## config.mk

```make
export PLATFORM = sky130hd
export DESIGN_NAME = shifter_pipe
export DESIGN_NICKNAME = d
export VERILOG_FILES = /design/src/rtl/shifter_pkg.sv /design/src/rtl/shifter_stage.sv /design/src/rtl/shifter_pipe.sv
export SDC_FILE = /design/constraint.sdc
export NUM_CORES = 1
export LEC_CHECK = 0
export CORE_MARGIN = 2
export CORE_UTILIZATION = 52
export CTS_BUF_LIST = sky130_fd_sc_hd__clkbuf_8 sky130_fd_sc_hd__clkbuf_16
export DETAILED_ROUTE_END_ITERATION = 8
export GPL_ROUTABILITY_DRIVEN = 0
export HOLD_SLACK_MARGIN = 0.1
export PLACE_DENSITY = 0.76
export SLEW_MARGIN = 20
export SYNTH_ARGS = -nofsm -noshare
export SYNTH_HDL_FRONTEND = slang
export SYNTH_SLANG_ARGS = --single-unit
```

## constraint.sdc

```tcl
create_clock -name clk -period 3.73 [get_ports clk]
set_input_delay 0.5595 -clock clk [delete_from_list [all_inputs] [get_ports clk]]
set_output_delay 0.5595 -clock clk [all_outputs]
set_load 0.03 [all_outputs]
```

## src/rtl/shifter_pkg.sv

```systemverilog
// rtl/shifter_pkg.sv - shift mode and direction definitions for the shifter pipeline
//
// Purpose : shared encodings used by shifter_stage and shifter_pipe.
// Ports   : none (package).
// Options : SHIFTER_PIPE_CARRY_EN is consumed by the modules, not by this package.

package shifter_pkg;

    typedef enum logic [1:0] {
        SHIFT_LOGICAL = 2'b00,
        SHIFT_ARITH   = 2'b01,
        SHIFT_ROTATE  = 2'b10
    } shift_mode_e;

    localparam logic DIR_RIGHT = 1'b0;
    localparam logic DIR_LEFT  = 1'b1;

endpackage

```

## src/rtl/shifter_stage.sv

```systemverilog
// rtl/shifter_stage.sv - combinational shift by a fixed 2^K positions
//
// Purpose : one barrel-shifter layer; shifts when en=1, passes through otherwise.
// Ports   : din/dout [WIDTH] data, dir (1=left), mode [2], en (shift enable),
//           cin/cout carry chain (only with SHIFTER_PIPE_CARRY_EN).
// Options : SHIFTER_PIPE_CARRY_EN adds cin/cout.

module shifter_stage
    import shifter_pkg::*;
#(
    parameter int WIDTH = 8,
    parameter int K     = 0
) (
    input  logic [WIDTH-1:0] din,
    input  logic             dir,
    input  logic [1:0]       mode,
    input  logic             en,
`ifdef SHIFTER_PIPE_CARRY_EN
    input  logic             cin,
    output logic             cout,
`endif
    output logic [WIDTH-1:0] dout
);

    localparam int S = 2 ** K;

    always_comb begin
        dout = din;
        if (en) begin
            if (dir == DIR_LEFT) begin
                // Arithmetic left is the same as logical left.
                if (mode == SHIFT_ROTATE) begin
                    dout = (din << S) | (din >> (WIDTH - S));
                end else begin
                    dout = din << S;
                end
            end else begin
                case (mode)
                    SHIFT_ARITH:  dout = $signed(din) >>> S;
                    SHIFT_ROTATE: dout = (din >> S) | (din << (WIDTH - S));
                    default:      dout = din >> S;
                endcase
            end
        end
    end

`ifdef SHIFTER_PIPE_CARRY_EN
    // The last bit to leave the word is the one nearest the vacated end;
    // rotate wraps that same bit, so the selection is mode independent.
    always_comb begin
        cout = cin;
        if (en) begin
            cout = (dir == DIR_LEFT) ? din[WIDTH-S] : din[S-1];
        end
    end
`endif

endmodule

```

## src/rtl/shifter_pipe.sv

```systemverilog
// rtl/shifter_pipe.sv - pipelined barrel shifter, one stage per shift-amount bit
//
// Purpose : logical/arithmetic/rotate shift in both directions with a
//           valid/ready handshake and full backpressure.
// Ports   : clk, rst (async, active-high)
//           in_valid/in_ready, din [WIDTH], dir (1=left), mode [2], n [SHAMT_W]
//           out_valid/out_ready, dout [WIDTH]
//           carry (only with SHIFTER_PIPE_CARRY_EN)
// Options : SHIFTER_PIPE_CARRY_EN adds the registered carry output.

module shifter_pipe
    import shifter_pkg::*;
#(
    parameter  int WIDTH   = 8,
    localparam int SHAMT_W = $clog2(WIDTH)
) (
    input  logic               clk,
    input  logic               rst,
    input  logic               in_valid,
    output logic               in_ready,
    input  logic [WIDTH-1:0]   din,
    input  logic               dir,
    input  logic [1:0]         mode,
    input  logic [SHAMT_W-1:0] n,
    output logic               out_valid,
    input  logic               out_ready,
    output logic [WIDTH-1:0]   dout
`ifdef SHIFTER_PIPE_CARRY_EN
    ,
    output logic               carry
`endif
);

    logic adv;

    logic [WIDTH-1:0]   data_q  [SHAMT_W];
    logic               dir_q   [SHAMT_W];
    logic [1:0]         mode_q  [SHAMT_W];
    logic [SHAMT_W-1:0] n_q     [SHAMT_W];
    logic               valid_q [SHAMT_W];

    logic [WIDTH-1:0]   data_src  [SHAMT_W];
    logic               dir_src   [SHAMT_W];
    logic [1:0]         mode_src  [SHAMT_W];
    logic [SHAMT_W-1:0] n_src     [SHAMT_W];
    logic               valid_src [SHAMT_W];
    logic [WIDTH-1:0]   data_d    [SHAMT_W];

`ifdef SHIFTER_PIPE_CARRY_EN
    logic carry_q   [SHAMT_W];
    logic carry_src [SHAMT_W];
    logic carry_d   [SHAMT_W];
`endif

    // The whole pipe moves as one; bubbles are kept rather than collapsed.
    assign adv      = !out_valid || out_ready;
    assign in_ready = adv;

    for (genvar k = 0; k < SHAMT_W; k++) begin : g_stage
        if (k == 0) begin : g_first
            assign data_src[k]  = din;
            assign dir_src[k]   = dir;
            assign mode_src[k]  = mode;
            assign n_src[k]     = n;
            assign valid_src[k] = in_valid;
`ifdef SHIFTER_PIPE_CARRY_EN
            assign carry_src[k] = 1'b0;
`endif
        end else begin : g_next
            assign data_src[k]  = data_q[k-1];
            assign dir_src[k]   = dir_q[k-1];
            assign mode_src[k]  = mode_q[k-1];
            assign n_src[k]     = n_q[k-1];
            assign valid_src[k] = valid_q[k-1];
`ifdef SHIFTER_PIPE_CARRY_EN
            assign carry_src[k] = carry_q[k-1];
`endif
        end

        shifter_stage #(
            .WIDTH (WIDTH),
            .K     (k)
        ) u_stage (
            .din  (data_src[k]),
            .dir  (dir_src[k]),
            .mode (mode_src[k]),
            .en   (n_src[k][k]),
`ifdef SHIFTER_PIPE_CARRY_EN
            .cin  (carry_src[k]),
            .cout (carry_d[k]),
`endif
            .dout (data_d[k])
        );
    end

    always_ff @(posedge clk or posedge rst) begin
        if (rst) begin
            for (int k = 0; k < SHAMT_W; k++) begin
                data_q[k]  <= '0;
                dir_q[k]   <= 1'b0;
                mode_q[k]  <= 2'b00;
                n_q[k]     <= '0;
                valid_q[k] <= 1'b0;
`ifdef SHIFTER_PIPE_CARRY_EN
                carry_q[k] <= 1'b0;
`endif
            end
        end else if (adv) begin
            for (int k = 0; k < SHAMT_W; k++) begin
                data_q[k]  <= data_d[k];
                dir_q[k]   <= dir_src[k];
                mode_q[k]  <= mode_src[k];
                n_q[k]     <= n_src[k];
                valid_q[k] <= valid_src[k];
`ifdef SHIFTER_PIPE_CARRY_EN
                carry_q[k] <= carry_d[k];
`endif
            end
        end
    end

    assign out_valid = valid_q[SHAMT_W-1];
    assign dout      = data_q[SHAMT_W-1];
`ifdef SHIFTER_PIPE_CARRY_EN
    assign carry     = carry_q[SHAMT_W-1];
`endif

endmodule
```

==> key figures <==
Floorplan
  – Starting Density: a little over half
  – Core region area: around 3700 um^2
  – Die Area: 4390 um^2
  – Die Height: approximately 66 um
  – Die X: about 66 um
  – Cell Rows: 22
  – I/O pin total: 28

Clock tree
  – Clk_lat worst skew: roughly 0.28 ns
  – Root Buffer: clkbuf_8
  – Cts repair resizes: 0
  – H-tree levels: 2
  – Max Root-Sink Buffers: 2
  – Hold-fix buffers at CTS: 0
  – Clk slew on worst S/H paths: 0.07 ns
  – Clock Sinks: 36
  – CTS Buf Count: 5
  – CTS tree: yes
  – Post-CTS setup buffer count: 0

Yosys
  – Syn Area/Cell: just over 9 um^2
  – Yosys reg bits: 36
  – Post-Syn Area: about 2000 um^2
  – Post-Synthesis Net Count: around 250
  – Synth warnings: 0
  – Sequential area share after synthesis: approximately 45%
  – Synth Instances: 221
  – Yosys cell types: 23

Pwr
  – Leakage power: approximately 1.1 nW
  – Pwr dens: slightly below 700 nW/um^2
  – Peak supply drop: 0.000228 V

Worst setup path
  – CP Class: primary input to primary output
  – Reg-to-reg setup timing slack: 2.35 ns
  – Crit path top cell by count: clkdlybuf4s50_1
  – Worst setup EP type: primary output
  – Crit path required time: 3.17 ns
  – Master of the slowest instance on the critical path: clkdlybuf4s50_1
  – CP peak stage delay: ~0.69 ns
  – Maximum fanout along the worst path: 19
  – Startpoint Class: primary input
  – Worst reg2reg path depth: 4
  – Crit path DAT: 1.96 ns
  – Crit path cell chain: clkdlybuf4s50_1, nor2b_4, inv_4, clkdlybuf4s50_1

Layout
  – Layout Utilization: between 60% and 70%
  – Layout net count: about 260
  – Ant diodes: 0
  – Non-filler cells, final: roughly 280
  – Synth-to-Final Area Change: 14.0%
  – Layout cells sized above 1: between 5 and 6%

STA
  – Tcrit/Tclk final: between 60% and 70%
  – Fin. Hold Viols: 0
  – Min Tclk post-route: around 2.5 ns
  – Max Freq: slightly below 400 MHz
  – Unrepaired setup endpoints after global routing: false
  – Final Worst Setup Slack: roughly 1.2 ns
  – Setup TNS: 0 ns
  – Setup Viol. Count Final: 0
  – Final Max Slew Viols: 0
  – Slew @ Worst Pin: around 0.53 ns
  – Final clock skew: ~0.0063 ns
  – Min Hold Slack: 0.465 ns
  – Slew Limit Headroom: around 65%

Global routing
  – First-pass GRT wire length: about 6.4 mm
  – Initial antenna violation count: 0
  – Gr usage total: 19.2%
  – Vias in the first global route: between 1,000 and 1,500
  – Global route total overflow: 0
  – Largest net degree at the start of global routing: 54

Job
  – Total of max-cap violations: 0

Routing
  – DR vias: 1,530
  – Vias per cell: between 5 and 6
  – Drt first pass iters: 4
  – DRC: 0
  – Final ANT Viol Nets: 0
  – Routed wire length per instance: roughly 13 um
  – Iteration-0 DRC Markers: 131
  – Post-Route WL: 3.55 mm

Place
  – Detailed placement HPWL: between 2 and 3 mm
  – Port-buffer cells: 27
  – Cell count after placement: roughly 280
  – Place WS: between 1 and 1.5 ns

Run status
  – Outcome: finished clean

Hold path
  – Worst hold stages: 2
  – Hold crit path type: flip-flop to flip-flop
==> worst max-delay path, delay by kind of cell <==
family | cells | cell delay, ns
buffers and inverters | 3 | 1.33
and+or+nand+nor | 1 | 0.06
==> per-stage QoR <==
| step | instance area [um^2] | power [mW] |
|---|---|---|
| final | 2300 | 1.59 |
| after global routing | 2300 | 1.73 |
| after CTS | 2300 | 1.61 |
| after detailed placement | 2220 | 1.35 |
| after global placement | 2220 | 1.34 |
| after floorplan | 2020 | 1.21 |
==> Yosys cell counts (all sizes together) <==
library cell	n	area share [%]
nand2b	5	1.6
a22oi	7	2.6
a211oi	10	4.5
nand3	3	0.74
a21o	10	3.7
mux2i	10	5.0
o311a	7	3.5
buf	22	7.1
ha	6	3.7
and3	3	0.93
nand2	46	8.6
nor2	10	1.9
clkbuf	1	0.19
inv	8	1.6
a31oi	4	1.2
nor2b	5	1.6
dfrtp	36	45
o21ai	28	7.0
==> per-layer routing <==
layer	wire [um]	global-route usage [%]
met4	60	6.89
met1	1590	24.8
met5	0	0
met2	1780	31.0
met3	124	5.11
==> worst paths after layout <==
path	start	endpoint
max	out_ready	in_ready
min	valid_q[1]$_DFFE_PP0P_	valid_q[1]$_DFFE_PP0P_
max reg2reg	out_valid$_DFFE_PP0P_	data_q[10]$_DFFE_PP0P_
min reg2reg	valid_q[1]$_DFFE_PP0P_	valid_q[1]$_DFFE_PP0P_
max in group asynchronous	rst	data_q[19]$_DFFE_PP0P_
min in group asynchronous	rst	n_q[5]$_DFFE_PP0P_
==> power breakdown <==
group | internal, mW | switching, mW | total [mW]
logic | 0.299 | 0.339 | 0.638
clock network | 0.124 | 0.127 | 0.251
registers | 0.539 | 0.166 | 0.705
==> state kept, by name (all words and copies together), names as in the netlist <==
name,flops
data_q,16
dir_q,2
dout,8
mode_q,4
n_q,3
out_valid,1
valid_q,2
==> placed cells by master (no fill, tap or decap), types with 5 or more instances in the layout <==
cell type,synthesis,final
nand2_1,46,46
dfrtp_1,36,36
clkdlybuf4s50_1,0,27
o21ai_0,18,18
mux2i_1,10,10
nor2_1,10,10
a21o_1,10,10
o21ai_1,10,10
inv_1,7,8
a22oi_1,7,7
o311a_1,7,7
a211oi_1,7,7
ha_1,6,6
nand2b_1,5,5
clkbuf_8,0,5
==> final cells by class <==
cell class	instances	area (um^2)
clock buffer	5	68.8
multi-input combinational	154	942
sequential	36	901
clock inverter	2	8.76
fill	357	1390
inverter	8	32.5
tap	48	60.1
timing repair buffer	29	285
==> logic make-up after synthesis <==
group,Yosys count,share of synthesized area (%)
buffers and inverters,31,8.94
adders and majority gates,6,3.72
and+or+nand+nor,72,15.2
AOI/OAI and AO/OA,66,22.5
DFF,36,44.7
muxes,10,4.97
Note: power is estimated with default switching activity, not from simulation.
